$ cat src/rtl/ddr3_req_queue.sv
// ddr3_req_queue: CPU-side request FIFO in front of the DDR3 controller.
// Buffers tagged read/write requests, issues them in order over the
// CMD_RDY/ADDR_VALID handshake, returns read data after a fixed latency and
// keeps saturating row-hit/miss statistics for issued requests.
module ddr3_req_queue #(
   parameter int DEPTH  = 4,
   parameter int TAG_W  = 4,
   parameter int RD_LAT = 6
) (
   input  logic                     cpu_clk,
   input  logic                     reset_n,
   input  logic                     req_valid,
   output logic                     req_ready,
   input  logic                     req_cmd,
   input  logic [2:0]               req_ba,
   input  logic [14:0]              req_row,
   input  logic [9:0]               req_col,
   input  logic [63:0]              req_wdata,
   input  logic [TAG_W-1:0]         req_tag,
   output logic                     rsp_valid,
   output logic [TAG_W-1:0]         rsp_tag,
   output logic [63:0]              rsp_data,
   input  logic                     mc_cmd_rdy,
   output logic                     mc_addr_valid,
   output logic                     mc_cmd,
   output logic [2:0]               mc_ba,
   output logic [14:0]              mc_addr,
   output logic [9:0]               mc_col,
   output logic [63:0]              mc_wr_data,
   input  logic [63:0]              mc_rd_data,
   output logic [$clog2(DEPTH):0]   fifo_count,
   output logic [15:0]              row_hit_cnt,
   output logic [15:0]              row_miss_cnt
);

   localparam int PW = $clog2(DEPTH);
   localparam int CW = PW + 1;

   typedef struct packed {
      logic             cmd;
      logic [2:0]       ba;
      logic [14:0]      row;
      logic [9:0]       col;
      logic [63:0]      wdata;
      logic [TAG_W-1:0] tag;
   } entry_t;

   entry_t            mem_q [DEPTH];
   entry_t            wr_entry;
   entry_t            head;

   logic [PW-1:0]     wr_ptr_q, wr_ptr_d;
   logic [PW-1:0]     rd_ptr_q, rd_ptr_d;
   logic [CW-1:0]     count_q, count_d;
   logic              push, pop, issue_rd;

   logic [RD_LAT-1:0] pipe_vld_q, pipe_vld_d;
   logic [TAG_W-1:0]  pipe_tag_q [RD_LAT];
   logic [TAG_W-1:0]  pipe_tag_d [RD_LAT];
   logic [RD_LAT-1:0] in_vld;
   logic [TAG_W-1:0]  in_tag [RD_LAT];
   logic [63:0]       rsp_data_q, rsp_data_d;

   logic [17:0]       head_key;
   logic [17:0]       last_key_q, last_key_d;
   logic              prev_vld_q, prev_vld_d;
   logic [15:0]       hit_q, hit_d;
   logic [15:0]       miss_q, miss_d;

   // Handshakes, head-entry presentation and the controller-facing fields
   always_comb begin
      req_ready     = (count_q != CW'(DEPTH));
      mc_addr_valid = (count_q != '0);
      push          = req_valid && req_ready;
      pop           = mc_addr_valid && mc_cmd_rdy;
      head          = mc_addr_valid ? mem_q[rd_ptr_q] : '0;
      issue_rd      = pop && head.cmd;
      head_key      = {head.ba, head.row};
      wr_entry      = '{cmd: req_cmd, ba: req_ba, row: req_row, col: req_col,
                        wdata: req_wdata, tag: req_tag};
      mc_cmd        = head.cmd;
      mc_ba         = head.ba;
      mc_addr       = head.row;
      mc_col        = head.col;
      mc_wr_data    = head.wdata;
      fifo_count    = count_q;
      row_hit_cnt   = hit_q;
      row_miss_cnt  = miss_q;
      rsp_valid     = pipe_vld_q[RD_LAT-1];
      rsp_tag       = pipe_tag_q[RD_LAT-1];
      rsp_data      = rsp_data_q;
   end

   // Pointer and occupancy next-state
   always_comb begin
      wr_ptr_d = wr_ptr_q;
      rd_ptr_d = rd_ptr_q;
      count_d  = count_q;
      if (push) wr_ptr_d = wr_ptr_q + PW'(1);
      if (pop)  rd_ptr_d = rd_ptr_q + PW'(1);
      case ({push, pop})
         2'b10:   count_d = count_q + CW'(1);
         2'b01:   count_d = count_q - CW'(1);
         default: count_d = count_q;
      endcase
   end

   // Read-return shift register; the last stage doubles as the response
   // register, so its tag and the captured data hold between responses
   always_comb begin
      in_vld     = '0;
      in_tag     = '{default: '0};
      in_vld[0]  = issue_rd;
      in_tag[0]  = head.tag;
      for (int unsigned i = 1; i < RD_LAT; i++) begin
         in_vld[i] = pipe_vld_q[i-1];
         in_tag[i] = pipe_tag_q[i-1];
      end
      pipe_vld_d = in_vld;
      pipe_tag_d = in_tag;
      if (!in_vld[RD_LAT-1]) pipe_tag_d[RD_LAT-1] = pipe_tag_q[RD_LAT-1];
      rsp_data_d = in_vld[RD_LAT-1] ? mc_rd_data : rsp_data_q;
   end

   // Row-hit/miss statistics, evaluated against the previously issued bank/row
   always_comb begin
      hit_d      = hit_q;
      miss_d     = miss_q;
      last_key_d = last_key_q;
      prev_vld_d = prev_vld_q;
      if (pop) begin
         if (prev_vld_q && (head_key == last_key_q)) begin
            if (hit_q != 16'hFFFF) hit_d = hit_q + 16'd1;
         end else begin
            if (miss_q != 16'hFFFF) miss_d = miss_q + 16'd1;
         end
         last_key_d = head_key;
         prev_vld_d = 1'b1;
      end
   end

   // Entry storage; contents need no reset since occupancy gates visibility
   always_ff @(posedge cpu_clk) begin
      if (push) mem_q[wr_ptr_q] <= wr_entry;
   end

   // Control, pipeline and statistics registers
   always_ff @(posedge cpu_clk or negedge reset_n) begin
      if (!reset_n) begin
         wr_ptr_q   <= '0;
         rd_ptr_q   <= '0;
         count_q    <= '0;
         pipe_vld_q <= '0;
         pipe_tag_q <= '{default: '0};
         rsp_data_q <= '0;
         last_key_q <= '0;
         prev_vld_q <= 1'b0;
         hit_q      <= '0;
         miss_q     <= '0;
      end else begin
         wr_ptr_q   <= wr_ptr_d;
         rd_ptr_q   <= rd_ptr_d;
         count_q    <= count_d;
         pipe_vld_q <= pipe_vld_d;
         pipe_tag_q <= pipe_tag_d;
         rsp_data_q <= rsp_data_d;
         last_key_q <= last_key_d;
         prev_vld_q <= prev_vld_d;
         hit_q      <= hit_d;
         miss_q     <= miss_d;
      end
   end

endmodule

$ cat config.mk
export PLATFORM = sky130hd
export DESIGN_NAME = ddr3_req_queue
export DESIGN_NICKNAME = d
export VERILOG_FILES = /design/src/rtl/ddr3_req_queue.sv
export SDC_FILE = /design/constraint.sdc
export NUM_CORES = 1
export LEC_CHECK = 0
export CAP_MARGIN = 20
export CORE_UTILIZATION = 57
export CTS_CLUSTER_DIAMETER = 50
export DETAILED_ROUTE_END_ITERATION = 8
export PLACE_DENSITY = 0.85
export SETUP_SLACK_MARGIN = 0.3
export SLEW_MARGIN = 20
export SYNTH_ARGS = -nofsm -noshare
export SYNTH_HDL_FRONTEND = slang
export SYNTH_SLANG_ARGS = --single-unit
$ cat constraint.sdc
create_clock -name cpu_clk -period 7.79 [get_ports cpu_clk]
set_clock_uncertainty 0.05 [all_clocks]
set_input_delay 1.558 -clock cpu_clk [delete_from_list [all_inputs] [get_ports cpu_clk]]
set_output_delay 1.558 -clock cpu_clk [all_outputs]
set_load 0.01 [all_outputs]
==> flow_summary.json <==
{
  "status": "finished, final reports clean",
  "dr_total_vias": 11548,
  "die_area_mm2": 0.0387,
  "rows": 70,
  "cts_tree": "built",
  "period_share": 0.662,
  "ys_ff_latch": 540,
  "io_buffers": 363,
  "synth_edf_count": 388,
  "critical_path_class": "flip-flop to primary output",
  "slew_violations": 0,
  "h-tree-depth": 2,
  "nNetsFinal": 1674,
  "setup_violations": 0,
  "area_delta_synth_final_pct": 23.7,
  "core_mm2": 0.0370,
  "postCtsSetupRepairBufs": 0,
  "drtIter0Drc": 791,
  "drc_errors": 0,
  "syn-cell-area_mm2": 0.0216,
  "cts-resized-gates": 0,
  "drtAntennaViolNets": 0,
  "fp.dieW_um": 197,
  "syn_area_per_cell_um2": 17.8,
  "cts_buffer_depth": 3,
  "ys_async_sr_fraction": 0.281,
  "overflow": 0,
  "dr.pass1.iters": 5,
  "ioPinCount": 364,
  "synth_cells": 1214,
  "cp-end-kind": "primary output",
  "grt_first_pass_wirelength_um": 70500,
  "hold_viol_final": 0,
  "powerDensity_mw_per_mm2": 400,
  "syn_nets": 1387,
  "cp.required_ns": 6.18,
  "grt_max_degree": 81,
  "grt_usage": 0.244,
  "clk_pin_slew_ns": 0.06,
  "p_leak_nw": 9.56,
  "finalSetupTns_ns": 0,
  "hp-class": "flip-flop to flip-flop",
  "yosysWarnings": 0,
  "clock_latency_ns": 0.58,
  "hold_buffers": 0,
  "place_congestion": 0.853,
  "cts.sinks": 540,
  "max_freq_ghz": 0.194,
  "synth_common_cells": "edfxtp_1, dfrtp_1, and2_1, buf_4, mux4_2",
  "tightest_slew_ns": 0.991,
  "ys_seq_area_frac": 0.715,
  "start_util": 0.585,
  "root_buffer": "clkbuf_16",
  "start_kind": "flip-flop",
  "antenna_found_initial": 2,
  "ir_drop_mv": 0.289,
  "grt_pass1_vias": 12027,
  "cap_viol_max_count": 0,
  "totalWireLength_um": 46500,
  "synth_area_leaders": "edfxtp_1, dfrtp_1, mux4_2, mux2_2, buf_4",
  "grt_setup_unrepaired": "no",
  "synth_top_area_share": 0.539,
  "cts_buffers": 53,
  "dp_hpwl_um": 29400,
  "post-synth-top-area-cell": "edfxtp_1",
  "hold_slack_ns": 0.298,
  "drive_gt1_frac": 0.171,
  "worstPathMaxFanout": 44,
  "routed_via_density": 5.64,
  "max-slew-margin-rel": 0.338,
  "die_h_um": 197,
  "yosysMostFrequentCell": "edfxtp_1",
  "nFillCells": 2242,
  "min_period_ns": 5.15,
  "synth.distinct_cells": 49,
  "crit_arrival_ns": 3.55,
  "post_drt_wl_per_cell_um": 22.7,
  "ys.flop_type": "edfxtp_1"
}
cells by family after synthesis:
logic type | count (synthesis) | share of synthesized area
buf+inv | 154 | 0.0453
fa+ha+maj | 8 | 0.00498
xor+xnor | 39 | 0.0158
compound gates | 34 | 0.0114
mux | 180 | 0.142
simple gates | 259 | 0.0657
flops | 540 | 0.715
flip-flops by register name, summed over array words and instances, names as in the netlist:
signal        flops
mem_q           388
rsp_data         64
in_tag           20
last_key_q       18
row_hit_cnt      16
row_miss_cnt     16
pipe_vld_q        6
rsp_tag           4
fifo_count        3
rd_ptr_q          2
wr_ptr_q          2
prev_vld_q        1
layer usage:
layer  vias to the layer above  global-route usage  part of all wire
li1                       5064                   -                 -
met1                      5913               0.303              0.39
met2                       485               0.404              0.49
met3                        84              0.0791             0.093
met4                         2              0.0864             0.028
met5                         -                   0           0.00024
stage by stage:
step | worst slack (ns) | cell area (um^2) | instances | power (mW) | util
floorplan | 3.43 | 21600 | 1214 | 6.90 | -
global placement | 2.92 | 25100 | 1949 | 8.18 | 0.678
detailed placement | 2.91 | 25100 | 1949 | 8.30 | 0.678
CTS | 2.27 | 26700 | 2046 | 10.8 | 0.723
global route | 2.40 | 26800 | 2048 | 11.2 | 0.724
finish | 2.64 | 26800 | 2049 | 10.7 | 0.724
final timing paths:
kind / cells after the start / start / slack [ns] / end
setup / recovery: 5 / rd_ptr_q[0] / 2.64 / mc_wr_data[0]
hold / removal: 0 / in_tag[14] / 0.30 / in_tag[10]
setup reg to reg: 9 / rd_ptr_q[0] / 3.50 / row_hit_cnt[3]
hold reg to reg: 0 / in_tag[14] / 0.30 / in_tag[10]
max in group asynchronous: 2 / reset_n / 5.54 / pipe_vld_q[4]
min in group asynchronous: 1 / reset_n / 0.95 / rsp_data[55]
critical path, cell delays in order (launching register included):
cell and delay (ns):
dfrtp_4 0.63, buf_16 0.31, buf_4 0.66, mux4_2 0.58, and2_1 0.20, clkdlybuf4s50_1 0.49
power by group:
part,total (mW),internal (mW),leakage [nW],switching [mW]
clock,2.45,1.43,0.814,1.02
combinational,3.99,2.16,3.33,1.83
sequential,4.27,3.88,5.42,0.398
total,10.7,7.47,9.56,3.24
cell type report:
cell class | count | area, um^2 | area share
flip-flops and latches | 540 | 15500 | 0.578
well taps | 504 | 631 | 0.0236
clock buffers | 73 | 1450 | 0.0542
inverters | 12 | 45.0 | 0.00168
diodes | 2 | 5.00 | 0.000187
clock inverters | 24 | 213 | 0.00795
repair buffers | 374 | 3740 | 0.140
multi-input cells | 520 | 5210 | 0.195
cells in the final DEF (no fill, tap or decap), types with 19 or more instances in the layout:
master             n
and2_1            93
clkbuf_16         53
clkdlybuf4s50_1  362
dfrtp_1          149
edfxtp_1         388
mux2_2            72
mux4_2            92
nand2_1           65
nand3_1           25
nor2_1            19
xnor2_1           23
(Power assumes the default switching activity.)
==> edit 1: new RTL, same settings <==
`TAG_W`: 4 -> 5.
--- a/src/rtl/ddr3_req_queue.sv
+++ b/src/rtl/ddr3_req_queue.sv
@@ -4,7 +4,7 @@
 // keeps saturating row-hit/miss statistics for issued requests.
 module ddr3_req_queue #(
    parameter int DEPTH  = 4,
-   parameter int TAG_W  = 4,
+   parameter int TAG_W  = 5,
    parameter int RD_LAT = 6
 ) (
    input  logic                     cpu_clk,
Interface: changed (resized req_tag and rsp_tag); port bits go from 364 to 366. The function was not compared with the original's and may differ.
==> edit 1 against the original RTL <==
  * Hold slack lost 0.0043 ns
  * Global-route usage down 0.82 points
  * First-iteration DRC count shrank 22%
  * Count of clock-buffer cells in the layout is 7 lower
  * Critical path depth is 1 lower
  * Worst setup slack got worse by 0.068 ns
  * Routed wire length down 2.5%
  * Sequential cell count grew 10
  * Clock power grew 5%
  * Cell area grew 1.7%
  * Area after synthesis rose by 1.6%
  * Total power increased by 1.7%
  * Largest cell class unchanged
==> edit 1: results (changes against the original RTL) <==
CP max stage cell -> dfrtp_4 (was buf_4)
Leakage -> 9.79 nW (was 9.56 nW)
Share of flip-flops with an asynchronous set or reset -> 0.287 (was 0.281)
Seq/Total Area, Yosys -> 0.716 (was 0.715)
RePlAce Congestion -> 0.844 (was 0.853)
Max FO, Critical Path -> 62 (was 44)
Crit path DAT -> 3.61 ns (was 3.55 ns)
Port buffer count -> 365 (was 363)
CTS buffer count -> 54 (was 53)
Pin count of the biggest net entering global routing -> 82 (was 81)
Hold Path Sink -> in_tag[6] (was in_tag[10])
Post-synthesis mux area share -> 0.142 (about the same)
Hold wc startpoint -> in_tag[11] (was in_tag[14])
Vias per cell -> 5.53 (was 5.64)
Clock group -> 2.57 mW (was 2.45 mW)
Met3 Use GR -> 0.0773 (was 0.0791)
CP max stage delay -> 1.03 ns (was 0.66 ns)
Max FFs per register -> 392 (was 388)
Synth unique cells -> 46 (was 49)
Worst-Skew Late Latency -> 0.60 ns (was 0.58 ns)
Sw frac -> 0.300 (was 0.303)
Depth of the most critical reg-to-reg path -> 10 (was 9)
Post-synth top cells -> 392 x edfxtp_1, 158 x dfrtp_1, 95 x and2_1, 95 x buf_4, 95 x mux4_2 (was 388 x edfxtp_1, 152 x dfrtp_1, 93 x and2_1, 93 x buf_4, 92 x mux4_2)
Post-Synth Adder-Cell Area -> 0.00490 (was 0.00498)
GRT Total Usage -> 0.236 (was 0.244)
Critical R2R Capture -> row_hit_cnt[1] (was row_hit_cnt[3])
Met2 GRT Util -> 0.401 (was 0.404)
Synth area leaders -> edfxtp_1 54%, dfrtp_1 18%, mux4_2 9.7%, mux2_2 3.6%, buf_4 3.2% (was edfxtp_1 54%, dfrtp_1 18%, mux4_2 9.6%, mux2_2 3.7%, buf_4 3.2%)
Fill count -> 2262 (was 2242)
DR WL/cell -> 21.7 um (was 22.7 um)
Placed inst area -> 25400 um^2 (was 25100 um^2)
Synth Area in Compound Gates -> 0.0109 (was 0.0114)
Synthesized net count -> 1420 (was 1387)
Syn Inst Count -> 1246 (was 1214)
Worst vdd ir -> 0.346 mV (was 0.289 mV)
Synthesized-area fraction occupied by xor and xnor cells -> 0.0156 (was 0.0158)
HPWL after DPL -> 28400 um (was 29400 um)
Met2 WL -> 22700 um (was 22900 um)
Worst-Margin Slew -> 1.02 ns (was 0.991 ns)
Flop2flop setup slack -> 3.18 ns (was 3.50 ns)
First-pass GRT wire length -> 68800 um (was 70500 um)
Initial antenna violation count -> 5 (was 2)
GRT met1 Usage -> 0.282 (was 0.303)
NumNets Final -> 1706 (was 1674)
Met1 Wirelength -> 17300 um (was 18000 um)
Status -> completed (unchanged)
Vias in the first global route -> 12200 (was 12000)
DRT iter0 DRCs -> 620 (was 791)
Placed Cells -> 1987 (was 1949)
Met3 wire len -> 4240 um (was 4310 um)
Ratio of cells with drive above 1 in the final layout -> 0.171 (about the same)
EDFF count, synth -> 392 (was 388)
Non-Filler Instances -> 2087 (was 2049)
DR pass1 iterations -> 5 (unchanged)
Comb pwr share -> 0.365 (was 0.372)
[edit 1: cell types whose count changed after synthesis, sizes merged, moves of 5 or more]
cell,before,now
nor2,19,29
nor3b,11,4
a32oi,6,0
dfrtp,152,158
and3,14,21
nor4bb,0,5
clkbuf,23,29
[edit 1: how the worst max path moves through the flow]
stage / from / endpoint / slack, ns / cells past startpoint
global placement: mc_cmd_rdy / fifo_count[2] / 3.09 / 9
floorplan: req_valid / mem_q[0][0] / 3.41 / 1
finish: rd_ptr_q[1] / mc_addr[0] / 2.57 / 4
CTS: rd_ptr_q[1] / mc_addr[0] / 2.49 / 4
global route: rd_ptr_q[0] / mc_ba[2] / 2.41 / 4
detailed placement: mc_cmd_rdy / fifo_count[2] / 3.03 / 9
[edit 1: area by class of cell]
cell class / instances / area [um^2] / area share
multi-input cells: 535 / 5280 / 0.194
flip-flops and latches: 550 / 15700 / 0.578
diodes: 1 / 2.50 / 0.0000919
inverters: 14 / 52.6 / 0.00193
clock inverters: 33 / 332 / 0.0122
well taps: 511 / 639 / 0.0235
repair buffers: 377 / 3740 / 0.138
clock buffers: 66 / 1430 / 0.0526
[edit 1: critical path: cells and delay by family, from the launching register on]
family | cells | cell delay (ns)
muxes | 1 | 0.47
and+or+nand+nor | 1 | 0.19
DFF | 1 | 1.03
buffers and inverters | 2 | 1.28
[edit 1: stage by stage]
stage	setup slack, ns	hold slack (ns)	power (mW)
final	2.57	0.294	10.9
after floorplan	3.41	0.281	6.99
after detailed placement	3.03	0.285	8.40
after global placement	3.09	0.281	8.29
after global routing	2.41	0.299	11.4
after CTS	2.49	0.297	11.0
==> edit 2: new RTL, config.mk and constraints unchanged <==
Without the edit above. Take the reset off `rsp_data_q` and `last_key_q` and load them in a clocked block of their own.
--- a/src/rtl/ddr3_req_queue.sv
+++ b/src/rtl/ddr3_req_queue.sv
@@ -152,8 +152,6 @@
          count_q    <= '0;
          pipe_vld_q <= '0;
          pipe_tag_q <= '{default: '0};
-         rsp_data_q <= '0;
-         last_key_q <= '0;
          prev_vld_q <= 1'b0;
          hit_q      <= '0;
          miss_q     <= '0;
@@ -163,13 +161,16 @@
          count_q    <= count_d;
          pipe_vld_q <= pipe_vld_d;
          pipe_tag_q <= pipe_tag_d;
-         rsp_data_q <= rsp_data_d;
-         last_key_q <= last_key_d;
          prev_vld_q <= prev_vld_d;
          hit_q      <= hit_d;
          miss_q     <= miss_d;
       end
    end
 
+   always_ff @(posedge cpu_clk) begin
+      rsp_data_q <= rsp_data_d;
+      last_key_q <= last_key_d;
+   end
+
 endmodule
 
Behaviour: not the same (a bounded check fails within 10 cycles, from zero or initial values and one cycle with reset_n low; the reset may be asserted at any time).
==> edit 2 against the original RTL <==
  * Area after synthesis shrank 2.9%
  * Total power shrank 4.1%
  * Routed wire length is 2.9% lower
  * Die area down 2.8%
  * Worst setup slack improved by 0.00069 ns
  * Highest routed layer is now met4
  * Cell area down 1.5%
  * Sequential cell count unchanged
  * Sequential share of layout area is 2.4 points higher
  * Critical endpoint is now mc_addr[7]
  * Cell count fell by 7.3%
  * Critical path type unchanged
==> edit 2: results (changes against the original RTL) <==
Status -> completed (unchanged)
Critical R2R Capture -> row_hit_cnt[14] (was row_hit_cnt[3])
Synth unique cells -> 50 (was 49)
YS warnings -> 0 (unchanged)
Vias per cell -> 5.66 (was 5.64)
Synthesized net count -> 1263 (was 1387)
Worst r2r src -> rd_ptr_q[1] (was rd_ptr_q[0])
NumNets Final -> 1563 (was 1674)
RePlAce Congestion -> 0.869 (was 0.853)
Fill count -> 2083 (was 2242)
Hold Path Sink -> pipe_vld_q[4] (was in_tag[10])
Maximum clock path buffer count -> 3 (unchanged)
Pre-CTS setup slack -> 3.21 ns (was 2.91 ns)
Leakage -> 9.08 nW (was 9.56 nW)
CTS resizes -> 0 (unchanged)
Initial antenna violation count -> 4 (was 2)
Max FFs per register -> 388 (unchanged)
EDFF count, synth -> 470 (was 388)
Max FO, Critical Path -> 69 (was 44)
Pin count of the biggest net entering global routing -> 85 (was 81)
Share of flip-flops with an asynchronous set or reset -> 0.130 (was 0.281)
Relative slew slack -> 0.269 (was 0.338)
Hold Crit Depth -> 0 (unchanged)
HPWL after DPL -> 28700 um (was 29400 um)
Placed inst area -> 24500 um^2 (was 25100 um^2)
Post-synth top cells -> 470 x edfxtp_1, 96 x and2_1, 94 x mux4_2 (was 388 x edfxtp_1, 152 x dfrtp_1, 93 x and2_1, 93 x buf_4, 92 x mux4_2)
Depth of the most critical reg-to-reg path -> 9 (unchanged)
Hold wc startpoint -> pipe_vld_q[3] (was in_tag[14])
Total Routed Length -> 45200 um (was 46500 um)
Synth area leaders -> edfxtp_1 67%, mux4_2 10%, dfrtp_1 8.3%, buf_4 3.3%, and2_1 2.9% (was edfxtp_1 54%, dfrtp_1 18%, mux4_2 9.6%, mux2_2 3.7%, buf_4 3.2%)
Post-CTS Setup Bufs -> 0 (unchanged)
Most flops, register -> mem_q (unchanged)
First-pass GRT wire length -> 68100 um (was 70500 um)
Crit path DAT -> 3.55 ns (about the same)
Htree depth -> 2 (unchanged)
DRT iter0 DRCs -> 599 (was 791)
Port buffer count -> 363 (unchanged)
DR pass1 iterations -> 7 (was 5)
CTS Root Cell -> clkbuf_16 (unchanged)
Seq/Total Area, Yosys -> 0.755 (was 0.715)
Vias in the first global route -> 11400 (was 12000)
Flop2flop setup slack -> 3.54 ns (was 3.50 ns)
CTS buffer count -> 55 (was 53)
Worst-Skew Late Latency -> 0.60 ns (was 0.58 ns)
GRT Total Usage -> 0.244 (about the same)
Worst vdd ir -> 0.255 mV (was 0.289 mV)
Ratio of cells with drive above 1 in the final layout -> 0.146 (was 0.171)
## edit 2: cell types whose count changed after synthesis, moves of 4 or more
| cell | delta |
|---|---|
| nand2_1 | -41 |
| o21ai_0 | -11 |
| nor2_1 | -4 |
| buf_6 | -4 |
| nor3b_1 | -9 |
| dfrtp_1 | -82 |
| a22oi_1 | +4 |
| inv_1 | +7 |
| mux2_2 | -68 |
| buf_1 | -8 |
| edfxtp_1 | +82 |
## edit 2: where the power goes
part	switching, mW	internal, mW	total (mW)	leakage, nW
clock	1.08	1.60	2.69	0.917
combinational	1.60	1.78	3.37	2.95
sequential	0.310	3.90	4.21	5.21
## edit 2: logic make-up after synthesis
kind of cell             count (synthesis)  share of synthesized area
AO/OA/AOI/OAI                           29                     0.0106
multiplexers                           114                      0.111
XOR/XNOR                                37                     0.0154
buffers and inverters                  151                     0.0447
adder cells (fa/ha/maj)                  8                    0.00512
AND/OR/NAND/NOR                        211                     0.0581
flip-flops                             540                      0.755
## edit 2: layout make-up
cell class / count / area (um^2) / share of cell area
Timing Repair Buffer: 374 / 3720 / 0.141
Clock buffer: 67 / 1450 / 0.0551
Clock inverter: 35 / 424 / 0.0161
Antenna cell: 3 / 7.51 / 0.000285
Inverter: 20 / 75.1 / 0.00285
Sequential cell: 540 / 15900 / 0.602
Tap cell: 461 / 577 / 0.0219
Multi-Input combinational cell: 399 / 4220 / 0.160
## edit 2: layer usage
layer  GRT usage  vias to the layer above  routed length (um)
li1            -                     4740                   -
met1       0.289                     5460               16300
met4      0.0767                        0                1180
met5           0                        -                   0
met3      0.0878                       64                4640
met2       0.418                      489               23100
## edit 2: worst max path at each step
| stage | start | to | slack (ns) | cells after the start |
|---|---|---|---|---|
| floorplan | req_valid | mem_q[0][0] | 3.43 | 1 |
| global placement | rd_ptr_q[1] | mc_addr[7] | 3.24 | 4 |
| detailed placement | rd_ptr_q[1] | mc_addr[7] | 3.21 | 4 |
| CTS | rd_ptr_q[1] | mc_addr[7] | 2.56 | 4 |
| global route | rd_ptr_q[1] | mc_addr[7] | 2.45 | 4 |
| finish | rd_ptr_q[1] | mc_addr[7] | 2.64 | 4 |
## edit 2: critical path: stages, from the launching register on
cell and delay, ns:
dfrtp_4 1.15, buf_4 0.62, mux4_2 0.42, and2_1 0.19, clkdlybuf4s50_1 0.53
## edit 2: stage by stage
stage,hold slack (ns),instances
2_1_floorplan,0.281,1090
3_3_place_gp,0.281,1794
6_report,0.295,1899
3_5_place_dp,0.285,1794
5_1_grt,0.305,1896
4_1_cts,0.297,1896
